[config.mk]
export PLATFORM = sky130hd
export DESIGN_NAME = pipeline_sequencer
export DESIGN_NICKNAME = d
export VERILOG_FILES = /design/src/rtl/pipeline_sequencer.sv
export SDC_FILE = /design/constraint.sdc
export NUM_CORES = 1
export LEC_CHECK = 0
export CAP_MARGIN = 10
export CORE_MARGIN = 2
export CORE_UTILIZATION = 46
export DETAILED_ROUTE_END_ITERATION = 10
export PLACE_DENSITY = 0.81
export SLEW_MARGIN = 15
export SYNTH_ARGS = -nofsm -noshare
export SYNTH_HDL_FRONTEND = slang
export SYNTH_SLANG_ARGS = --single-unit
export TNS_END_PERCENT = 30
[constraint.sdc]
create_clock -name CLK -period 2.09 [get_ports CLK]
set_input_delay 0.209 -clock CLK [delete_from_list [all_inputs] [get_ports CLK]]
set_output_delay 0.209 -clock CLK [all_outputs]
set_load 0.01 [all_outputs]
[src/rtl/pipeline_sequencer.sv]
// Pipeline sequencing controller: latch enables/flushes, PC enable,
// dcache request qualification, halt and saturating perf counters.
module pipeline_sequencer #(
   parameter int REGBITS = 5,
   parameter int CNTW    = 16
) (
   input  logic               CLK,
   input  logic               nRST,
   input  logic               ihit,
   input  logic               dhit,
   input  logic               mem_dren,
   input  logic               mem_dwen,
   input  logic               mem_branch_taken,
   input  logic               ex_memread,
   input  logic [REGBITS-1:0] ex_wsel,
   input  logic [REGBITS-1:0] id_rs,
   input  logic [REGBITS-1:0] id_rt,
   input  logic               wb_halt,
   output logic               pc_en,
   output logic               ifid_en,
   output logic               idex_en,
   output logic               exm_en,
   output logic               mwb_en,
   output logic               ifid_flush,
   output logic               idex_flush,
   output logic               exm_flush,
   output logic               mwb_flush,
   output logic               dmem_req,
   output logic               load_capture,
   output logic               halt,
   output logic [CNTW-1:0]    stall_cnt,
   output logic [CNTW-1:0]    flush_cnt
);

   typedef enum logic [1:0] {
      RUN    = 2'd0,
      DDONE  = 2'd1,
      HALTED = 2'd2
   } state_t;

   state_t          state_q, state_d;
   logic [CNTW-1:0] stall_q, stall_d;
   logic [CNTW-1:0] flush_q, flush_d;

   logic mem_req, run, advance, load_use;
   logic stall_inc, flush_inc;

   assign mem_req  = mem_dren | mem_dwen;
   assign run      = (state_q == RUN);
   assign advance  = (state_q != HALTED) & ihit
                   & (!mem_req | dhit | (state_q == DDONE));
   assign load_use = ex_memread & (ex_wsel != '0)
                   & ((ex_wsel == id_rs) | (ex_wsel == id_rt));

   always_comb begin
      pc_en        = 1'b0;
      ifid_en      = 1'b0;
      idex_en      = 1'b0;
      exm_en       = 1'b0;
      mwb_en       = 1'b0;
      ifid_flush   = 1'b0;
      idex_flush   = 1'b0;
      exm_flush    = 1'b0;
      mwb_flush    = 1'b0;
      dmem_req     = 1'b0;
      load_capture = 1'b0;
      if (nRST) begin
         dmem_req     = mem_req & run;
         load_capture = mem_dren & dhit & run;
         // wb_halt freezes everything, so it outranks a taken branch
         if (advance && !wb_halt) begin
            if (mem_branch_taken) begin
               pc_en      = 1'b1;
               ifid_en    = 1'b1;
               idex_en    = 1'b1;
               exm_en     = 1'b1;
               mwb_en     = 1'b1;
               ifid_flush = 1'b1;
               idex_flush = 1'b1;
               exm_flush  = 1'b1;
            end else if (load_use) begin
               idex_en    = 1'b1;
               idex_flush = 1'b1;
               exm_en     = 1'b1;
               mwb_en     = 1'b1;
            end else begin
               pc_en   = 1'b1;
               ifid_en = 1'b1;
               idex_en = 1'b1;
               exm_en  = 1'b1;
               mwb_en  = 1'b1;
            end
         end
      end
   end

   always_comb begin
      state_d = state_q;
      if (state_q != HALTED) begin
         if (wb_halt)
            state_d = HALTED;
         else if (state_q == DDONE) begin
            if (ihit) state_d = RUN;
         end else if (mem_req && dhit && !ihit)
            state_d = DDONE;
      end
   end

   assign stall_inc = (state_q != HALTED)
                    & (!advance
                       | (load_use & !mem_branch_taken & !wb_halt));
   assign flush_inc = advance & mem_branch_taken & !wb_halt;

   always_comb begin
      stall_d = stall_q;
      flush_d = flush_q;
      if (stall_inc && stall_q != '1) stall_d = stall_q + 1'b1;
      if (flush_inc && flush_q != '1) flush_d = flush_q + 1'b1;
   end

   always_ff @(posedge CLK or negedge nRST) begin
      if (!nRST) begin
         state_q <= RUN;
         stall_q <= '0;
         flush_q <= '0;
      end else begin
         state_q <= state_d;
         stall_q <= stall_d;
         flush_q <= flush_d;
      end
   end

   assign halt      = (state_q == HALTED);
   assign stall_cnt = stall_q;
   assign flush_cnt = flush_q;

endmodule

After elaboration in Yosys (flattened, before gate mapping):

Index checks and enable logic that the tools add are counted.
Widths: inputs -> output; s select.

* $add $sub $neg: 2
* equal/unequal tests: 8
* muxes and demuxes: 19
* bitwise gates (word level): 17
* reductions and logical operators: 14

Operator list (number)
* $add 16x1->16 const B: 2
* $ne 16x16->1 const B: 2
* $mux 1: 15
* $and 1x1->1: 12
* $eq 5x5->1: 2
* $mux 2: 4
* $logic_and 1x1->1: 5
* $logic_not 1->1: 5
* $or 1x1->1: 5
* $reduce_bool 5->1: 1
* $ne 3x3->1 const B: 1
* $reduce_and 3->1: 1
* $reduce_bool 3->1: 1
* $eq 2x1->1 const B: 1
* $eq 2x2->1 const B: 1
* $logic_not 2->1: 1
* $ne 2x2->1 const B: 1

* flip-flop bits (word level): 34
* bits of input ports: 24
* output and inout bits: 44
* word-level logic and storage cells: 63

Logic depth before layout (Yosys ltp):

Gate-level depths: netlist of run 1.

* depth after elaboration: 9
* gate-level depth with buffers: 7
* mapped depth without buffers: 7

Worst setup path before layout of run 1:

OpenSTA, ideal clock, no wires.

* kind: input to output
* from: input port ex_wsel[1]
* to: output port pc_en
* data arrival time: 1612 ps
* data required time: 1881 ps
* slack: 269 ps
* stages: 5
* buffers on the path: 1
* cell sequence: or4_4 > o21ai_4 > and2b_1 > a21oi_1 > buf_4

* longest elaborated chain between the ends: 7
* elaborated cells between the ends (all ways): 10
* classes of those cells: eq/ne (2); mux (4); bitwise (3); reduce/logical (1)

Ends and longest elaborated chain
* start: declaration: line 15 `input logic [REGBITS-1:0] ex_wsel,`
* $eq 5x5->1 or $reduce_bool 5->1 (tied branches): line 53, 52
* $or 1x1->1 or $and 1x1->1 (tied branches): line 53, 52
* $and 1x1->1 (*): line 53 `& ((ex_wsel == id_rs) | (ex_wsel == id_rt));`
* $mux 1 (*) (4 in a row)
* end: declaration: line 19 `output logic pc_en,`

Every way passes the cells marked *; elsewhere a longest branch is shown, timed or not.

Worst setup path in the final report of run 1:

* from: input port ex_wsel[2]
* to: output port pc_en

* longest elaborated chain between the ends: 7
* elaborated cells between the ends (all ways): 10
* classes of those cells: eq/ne (2); mux (4); bitwise (3); reduce/logical (1)

Ends and longest elaborated chain
* $eq 5x5->1 or $reduce_bool 5->1 (tied branches): line 53, 52
* $or 1x1->1 or $and 1x1->1 (tied branches): line 53, 52
* $and 1x1->1 (*): line 53
* $mux 1 (*): line 81 `end else if (load_use) begin`
* $mux 1 (*): line 72 `if (mem_branch_taken) begin`
* $mux 1 (*): line 71 `if (advance && !wb_halt) begin`
* $mux 1 (*): line 67 `if (nRST) begin`

Marked as above.

==> key figures, run 1 <==
Run status
  • Result of the run: completed

Synth
  • Total of flip-flops plus latches after synthesis: 34
  • Largest cells by area after synthesis: sky130_fd_sc_hd__dfrtp_1, sky130_fd_sc_hd__xnor2_1, sky130_fd_sc_hd__xor2_1
  • Net Count, Synth: between 200 and 250
  • Synthesized instance count: 193
  • Number of enable-type register cells in the synthesized netlist: 0
  • Library cells used by synthesis: 42
  • Fraction of post-synthesis cell area in the top cell type by area: a little over two fifths
  • Async S/R FF share, synth: 100%
  • Post-synthesis average cell area: approximately 10 um^2
  • Fraction of the yosys area taken by sequential cells: 42.3%
  • Syn Std Cell Area: 0.00201 mm^2
  • Yosys warnings: 0
  • Top flip-flop cell by instance count after synthesis: sky130_fd_sc_hd__dfrtp_1
  • Leading area contributor after synthesis: sky130_fd_sc_hd__dfrtp_1

Floorplan
  • Starting density of the core: 46.8%
  • FP Rows: 24
  • Chip height: roughly 70 um
  • Die ar.: between 0.004 and 0.005 mm^2
  • I/O pin cnt: 68
  • Area of the core: 0.00429 mm^2
  • Die width: 70.1 um

Routing
  • Number of design rule violations left after detail routing: 0
  • DRC violation total after the first TritonRoute iteration: 83
  • Pre-antenna DRT Iters: 4
  • Vias/cell: 5.11
  • Via count: about 1700
  • Routed WL per cell: 13.2 um
  • Number of routed nets with antenna violations: 0
  • Total wirelength of the detailed-routed design: 4.49 mm

Clock network
  • Clock net sink count: 34
  • CTS Root Buffer Type: sky130_fd_sc_hd__clkbuf_8
  • TritonCTS clock tree: built
  • Clock-pin slew of the registers on the worst-case setup and hold paths: 70 ps
  • Number of buffers on the longest clock path: 2
  • H-tree depth: 2
  • TritonCTS Buffers: 5
  • Clock latency on the worst-skew pair: just under 300 ps

Timing
  • Layout Skew: between 3 and 4 ps
  • RSZ-0062 raised after global routing: yes
  • Number of pins with negative max-slew slack in the final report: 0
  • Final worst-path setup slack: 80.0 ps
  • Number of endpoints failing setup at the final stage: 0
  • Final Hold Viols: 0
  • Fin Setup TNS: 0 ps
  • Share of the clock period used by the worst path after layout: 96.2%
  • Crit path time final: around 2000 ps
  • Fmax: roughly 500 MHz

Finish
  • Net count reported at finish: between 300 and 400
  • Final cell utilization of the core: just under 70%
  • Share of final-layout standard cells stronger than drive strength 1: about 20%
  • Signed area change from the synthesized netlist to the final layout: 48.0%
  • Diodes inserted: 0

Global routing
  • Global-route wire length before repair: just under 8 mm
  • Number of antenna violations at the first check in global routing: 0
  • Tot GR Track Use: 19.6%
  • Number of global-route vias before repair: approximately 1800
  • Pin count of the biggest net entering global routing: 35
  • Sum of overflow across all layers after global routing: 0

Flow run
  • Reported max-cap violation count: 0

Setup path
  • Data required time of the critical path: approximately 1900 ps
  • Critical Setup Path Class: in2out
  • Critical-path cell with the highest stage delay: sky130_fd_sc_hd__or4_4
  • R2R depth: 7
  • Maximum fanout along the worst path: 2
  • Flop2flop setup slack: 90 ps
  • FF-to-FF Start: stall_cnt[8]
  • Nature of the critical path startpoint: input pin
  • Critical Path End Type: output port
  • CP arrival: roughly 1800 ps
  • Cells along the critical path: clkdlybuf4s50_1 > or4_4 > o21ai_4 > and2b_1 > a21oi_2 > buf_2
  • Critical R2R Capture: stall_cnt[8]
  • Cell type group with the largest total delay on the critical path: simple AND/OR/NAND/NOR gates
  • Largest stage delay on the critical path: approximately 530 ps
  • Buf+Inv Stages, Crit Path: 2

Power
  • LEAKAGE: 1.29 nW
  • Maximum ir drop on the vdd rail: 519 uV
  • Cell area power density: 591 mW/mm^2

Placed design
  • GP Congestion: about 0.8
  • Worst setup timing slack at the placement stage: -400 ps
  • # port buffers: 66
  • Dpl hpwl: roughly 3.5 mm

Hold path
  • Hold Path Class: in2async
==> report_power, final <==
part           internal, mW  switching, mW  total (mW)
logic                 0.255          0.200       0.455
registers             0.713         0.0811       0.794
clock network         0.265          0.243       0.508
==> timing repair <==
item                                    4_1_cts  5_1_grt
gates resized for setup                      16        4
endpoints found under the setup margin        8        4
pin swaps                                     2        3
hold buffers                                  0        0
setup buffers                                 0        2
==> sequential cells by signal, summed over array words and instances (netlist names) <==
register and flops:
flush_cnt 16, stall_cnt 16, state_q 2
==> metrics by stage <==
| step | power (mW) | cell area [um^2] | hold WS, ps | instances |
|---|---|---|---|---|
| 6_report | 1.76 | 2970 | 436 | 339 |
| 5_1_grt | 1.85 | 2970 | 501 | 339 |
| 4_1_cts | 1.77 | 2960 | 450 | 337 |
| 3_5_place_dp | 1.26 | 2870 | 477 | 329 |
| 3_3_place_gp | 1.26 | 2870 | 471 | 329 |
| 2_1_floorplan | 1.01 | 2010 | -86.6 | 193 |
==> how the worst max path moves through the flow <==
stage | from | endpoint | slack (ps) | cells past startpoint
finish | ex_wsel[2] | pc_en | 80 | 6
global route | stall_cnt[14] | stall_cnt[1] | -1 | 6
CTS | mem_dwen | idex_en | -70 | 6
detailed placement | ex_wsel[1] | pc_en | -400 | 6
global placement | ex_wsel[1] | pc_en | -360 | 6
floorplan | ex_wsel[1] | pc_en | 270 | 5
==> routing by layer <==
layer | global-route usage (%) | wire (um) | vias to the layer above
met4 | 4.91 | 43 | 0
met1 | 23.7 | 1890 | 805
met5 | 0 | 0 | -
met2 | 35.0 | 2310 | 61
met3 | 4.47 | 243 | 5
li1 | - | - | 862
==> layout by cell type, fill, tap and decap left out, drive strengths merged, types with 2 or more instances in the layout <==
master          n
nor2           19
nand4b          2
buf            28
clkbuf          6
dlymetal6s2s    2
xnor2          25
xor2           15
clkdlybuf4s50  57
nor3            7
a211oi          4
nor4            2
a21oi           6
dlygate4sd2     4
ha              2
dfrtp          34
mux2            2
and2            2
nand2          16
nand4           9
and4            5
nand3          11
and3            6
inv             5
==> cell type report <==
type / instances / area, um^2
Inverter: 5 / 18.8
Tap cell: 52 / 65.1
Fill cell: 359 / 1320
Clock buffer: 6 / 82.6
Multi-Input combinational cell: 149 / 1110
Clock inverter: 2 / 12.5
Sequential cell: 34 / 851
Timing Repair Buffer: 91 / 833
==> cell families (layout without fill, tap and decap cells) <==
logic type                 Yosys count  in the layout  synth area share, %
and+or+nand+nor                     85             85                 24.8
xor gates and xnor gates            40             40                 17.4
other                                1              1                0.187
DFF                                 34             34                 42.3
adders and majority gates            3              3                 1.81
AOI/OAI and AO/OA                   18             18                 9.34
buffers and inverters               10            104                 2.80
muxes                                2              2                 1.31
==> synth_stat cells, types with 5 or more instances <==
cell and instances:
sky130_fd_sc_hd__nand4_1 9, sky130_fd_sc_hd__nor3_1 5, sky130_fd_sc_hd__nand3_1 11, sky130_fd_sc_hd__and4_1 5, sky130_fd_sc_hd__xor2_1 15, sky130_fd_sc_hd__nor2_1 18
sky130_fd_sc_hd__buf_4 5, sky130_fd_sc_hd__nand2_1 16, sky130_fd_sc_hd__dfrtp_1 34, sky130_fd_sc_hd__inv_1 5, sky130_fd_sc_hd__and3_1 6, sky130_fd_sc_hd__xnor2_1 25
No activity file was read; power rests on OpenSTA's default activity.
==> run 2, diff against run 1 <==
- CORE_ASPECT_RATIO: not set -> 0.7
- TNS_END_PERCENT: 30 -> 20
==> run 2 against run 1 <==
Compared with the run above:
- setup slack worse by 15 ps
- final cell count up 1.8%
- register-to-register slack about the same
- design area up 1.1%
- flip-flop and latch count unchanged
- combinational power up 4.6%
- sequential power up 0.6%
- sequential share of layout area down 0.28 points
- clock-buffer cell count down 1
- hold slack worse by 51 ps
- global-route usage up 0.28 points
==> key figures, run 2 (synthesized netlist as in run 1, its figures left out) <==
Routing
  • Number of design rule violations left after detail routing: 0
  • Routed WL per cell: around 14 um
  • DRC violation total after the first TritonRoute iteration: ~90
  • Vias/cell: 5.06
  • Via count: between 1500 and 2000
  • Pre-antenna DRT Iters: 4
  • Total wirelength of the detailed-routed design: about 4.8 mm
  • Number of routed nets with antenna violations: 0

Setup path
  • CP arrival: 1820 ps
  • Data required time of the critical path: roughly 1900 ps
  • Critical Path End Type: output port
  • R2R depth: 6
  • Critical-path cell with the highest stage delay: sky130_fd_sc_hd__or4_4
  • FF-to-FF Start: stall_cnt[15]
  • Source of the critical timing path: ex_wsel[1]
  • Worst Setup EP: pc_en
  • Buf+Inv Stages, Crit Path: 2
  • Nature of the critical path startpoint: input pin
  • Critical Setup Path Class: in2out
  • Critical R2R Capture: stall_cnt[1]
  • Cells along the critical path: clkdlybuf4s50_1 > or4_4 > o21ai_4 > and2b_1 > a21oi_2 > buf_2
  • Number of logic stages on the critical path including buffering: 6
  • Maximum fanout along the worst path: 2
  • Flop2flop setup slack: around 90 ps
  • Cell type group with the largest total delay on the critical path: simple AND/OR/NAND/NOR gates
  • Largest stage delay on the critical path: 550 ps

Placed design
  • # port buffers: 66
  • Dpl hpwl: around 3.7 mm
  • Placed cell count: ~330
  • GP Congestion: about 0.9
  • DP Area: around 0.0029 mm^2
  • Worst setup timing slack at the placement stage: -394 ps

Global routing
  • Number of antenna violations at the first check in global routing: 0
  • Tot GR Track Use: between 15 and 20%
  • Sum of overflow across all layers after global routing: 0
  • Number of global-route vias before repair: approximately 1600
  • Grt met1 use: 28.8%
  • Pin count of the biggest net entering global routing: 29
  • Most Crowded Layer GR: met2
  • Global-route wire length before repair: 7.65 mm
  • GR Util met2: 29.8%
  • Fraction of met3 tracks used by global routing: a little over 4%

Finish
  • Net count reported at finish: between 300 and 400
  • Signed area change from the synthesized netlist to the final layout: 49.7%
  • Commonest cells after routing, fill and taps aside: sky130_fd_sc_hd__clkdlybuf4s50_1, sky130_fd_sc_hd__dfrtp_1, sky130_fd_sc_hd__buf_4, sky130_fd_sc_hd__xnor2_1, sky130_fd_sc_hd__nor2_1
  • Diodes inserted: 0
  • Final non-filler cell total: around 350
  • Post-route design area: approximately 0.0030 mm^2
  • Share of final-layout standard cells stronger than drive strength 1: 20.7%
  • Commonest non-fill, non-tap cell in the layout: sky130_fd_sc_hd__clkdlybuf4s50_1
  • Number of fillers in the final layout: approximately 320

Power
  • Net switching power figure: about 540 uW
  • LEAKAGE: ~1.3 nW
  • Cell area power density: between 600 and 700 mW/mm^2
  • Maximum ir drop on the vdd rail: about 840 uV
  • Part of the total power dissipated in combinational logic: around 26%
  • Fraction of power spent switching nets: between 20% and 30%
  • Total power after layout: around 1.9 mW
  • Flop pwr share: 42.9%
  • Cell internal pwr: approximately 1.3 mW
  • Share of total power in the clock network: 31.5%

Clock network
  • Number of buffers on the longest clock path: 2
  • TritonCTS clock tree: built
  • Clock latency on the worst-skew pair: 290 ps
  • Number of buffers added to fix hold violations after cts: 0
  • H-tree depth: 2
  • TritonCTS Buffers: 5
  • Clock net sink count: 34
  • Clock-pin slew of the registers on the worst-case setup and hold paths: roughly 70 ps
  • CTS Root Buffer Type: sky130_fd_sc_hd__clkbuf_8

Timing
  • Final worst-path setup slack: ~65 ps
  • Number of pins with negative max-slew slack in the final report: 0
  • Final Hold Viols: 0
  • Number of endpoints failing setup at the final stage: 0
  • Crit path time final: between 2000 and 2500 ps
  • Fmax: between 400 and 500 MHz
  • Share of the clock period used by the worst path after layout: between 90 and 100%
  • Layout Skew: 2.89 ps

Floorplan
  • Die width: slightly above 80 um
  • Chip height: between 50 and 60 um
  • FP Rows: 20
  • Starting density of the core: 47.0%
  • Die ar.: between 0.004 and 0.005 mm^2
  • I/O pin cnt: 68
  • Area of the core: 0.00428 mm^2

Hold path
  • Hold Path Class: in2async

Flow run
  • Reported max-cap violation count: 0

Run status
  • Result of the run: completed
==> run 2: cell count changes in the layout (fill, tap and decap cells not counted) <==
| cell | previous run | this run |
|---|---|---|
| sky130_fd_sc_hd__buf_4 | 25 | 28 |
| sky130_fd_sc_hd__clkinv_2 | 1 | 2 |
| sky130_fd_sc_hd__clkbuf_8 | 6 | 5 |
| sky130_fd_sc_hd__dfrtp_2 | 0 | 1 |
| sky130_fd_sc_hd__dlygate4sd2_1 | 4 | 6 |
| sky130_fd_sc_hd__nand3_1 | 11 | 10 |
| sky130_fd_sc_hd__dfrtp_1 | 34 | 33 |
| sky130_fd_sc_hd__nand3_2 | 0 | 1 |
| sky130_fd_sc_hd__bufinv_16 | 0 | 1 |
| sky130_fd_sc_hd__nor3_1 | 4 | 5 |
| sky130_fd_sc_hd__clkinvlp_4 | 1 | 0 |
| sky130_fd_sc_hd__nor3_2 | 3 | 2 |
| sky130_fd_sc_hd__dlymetal6s2s_1 | 2 | 0 |
==> run 2: worst min path at each step <==
stage / depth (start not counted) / endpoint / from
floorplan: 0 / flush_cnt[0] / nRST
global placement: 1 / flush_cnt[5] / flush_cnt[5]
detailed placement: 1 / flush_cnt[5] / flush_cnt[5]
CTS: 2 / stall_cnt[2] / nRST
global route: 2 / stall_cnt[2] / nRST
finish: 2 / stall_cnt[1] / nRST
==> run 2: metal layers <==
metal  vias up  wire length (um)
met3         7               190
li1        870                 -
met2        41              2170
met4         0                61
met1       828              2350
met5         -                 0
==> run 2: layout make-up <==
class                           instances  area (um^2)  area share (%)
Clock buffer                            5         68.8            2.29
Tap cell                               55         68.8            2.29
Multi-Input combinational cell        149         1110            36.9
Inverter                                5         18.8           0.624
Sequential cell                        34          852            28.3
Clock inverter                          3         40.0            1.33
Timing Repair Buffer                   94          848            28.2
==> run 2: metrics by stage <==
step / hold slack [ps] / setup TNS, ps / utilization, %
global placement: 475 / -2190 / 67.5
global route: 391 / -0.360 / 70.3
floorplan: -86.6 / 0 / -
finish: 386 / 0 / 70.3
detailed placement: 479 / -3130 / 67.5
CTS: 377 / -140 / 69.8
==> run 2: power groups by stage <==
stage	registers (mW)	logic, mW	clock network (mW)
2_1_floorplan	0.822	0.192	0
3_3_place_gp	0.802	0.464	0
3_5_place_dp	0.805	0.469	0
4_1_cts	0.793	0.471	0.602
5_1_grt	0.810	0.512	0.627
6_report	0.799	0.476	0.587
==> run 2: timing repair <==
item	4_1_cts	5_1_grt
pin swaps	2	3
gates resized for setup	16	5
setup buffers	0	3
setup endpoints to repair	8	7
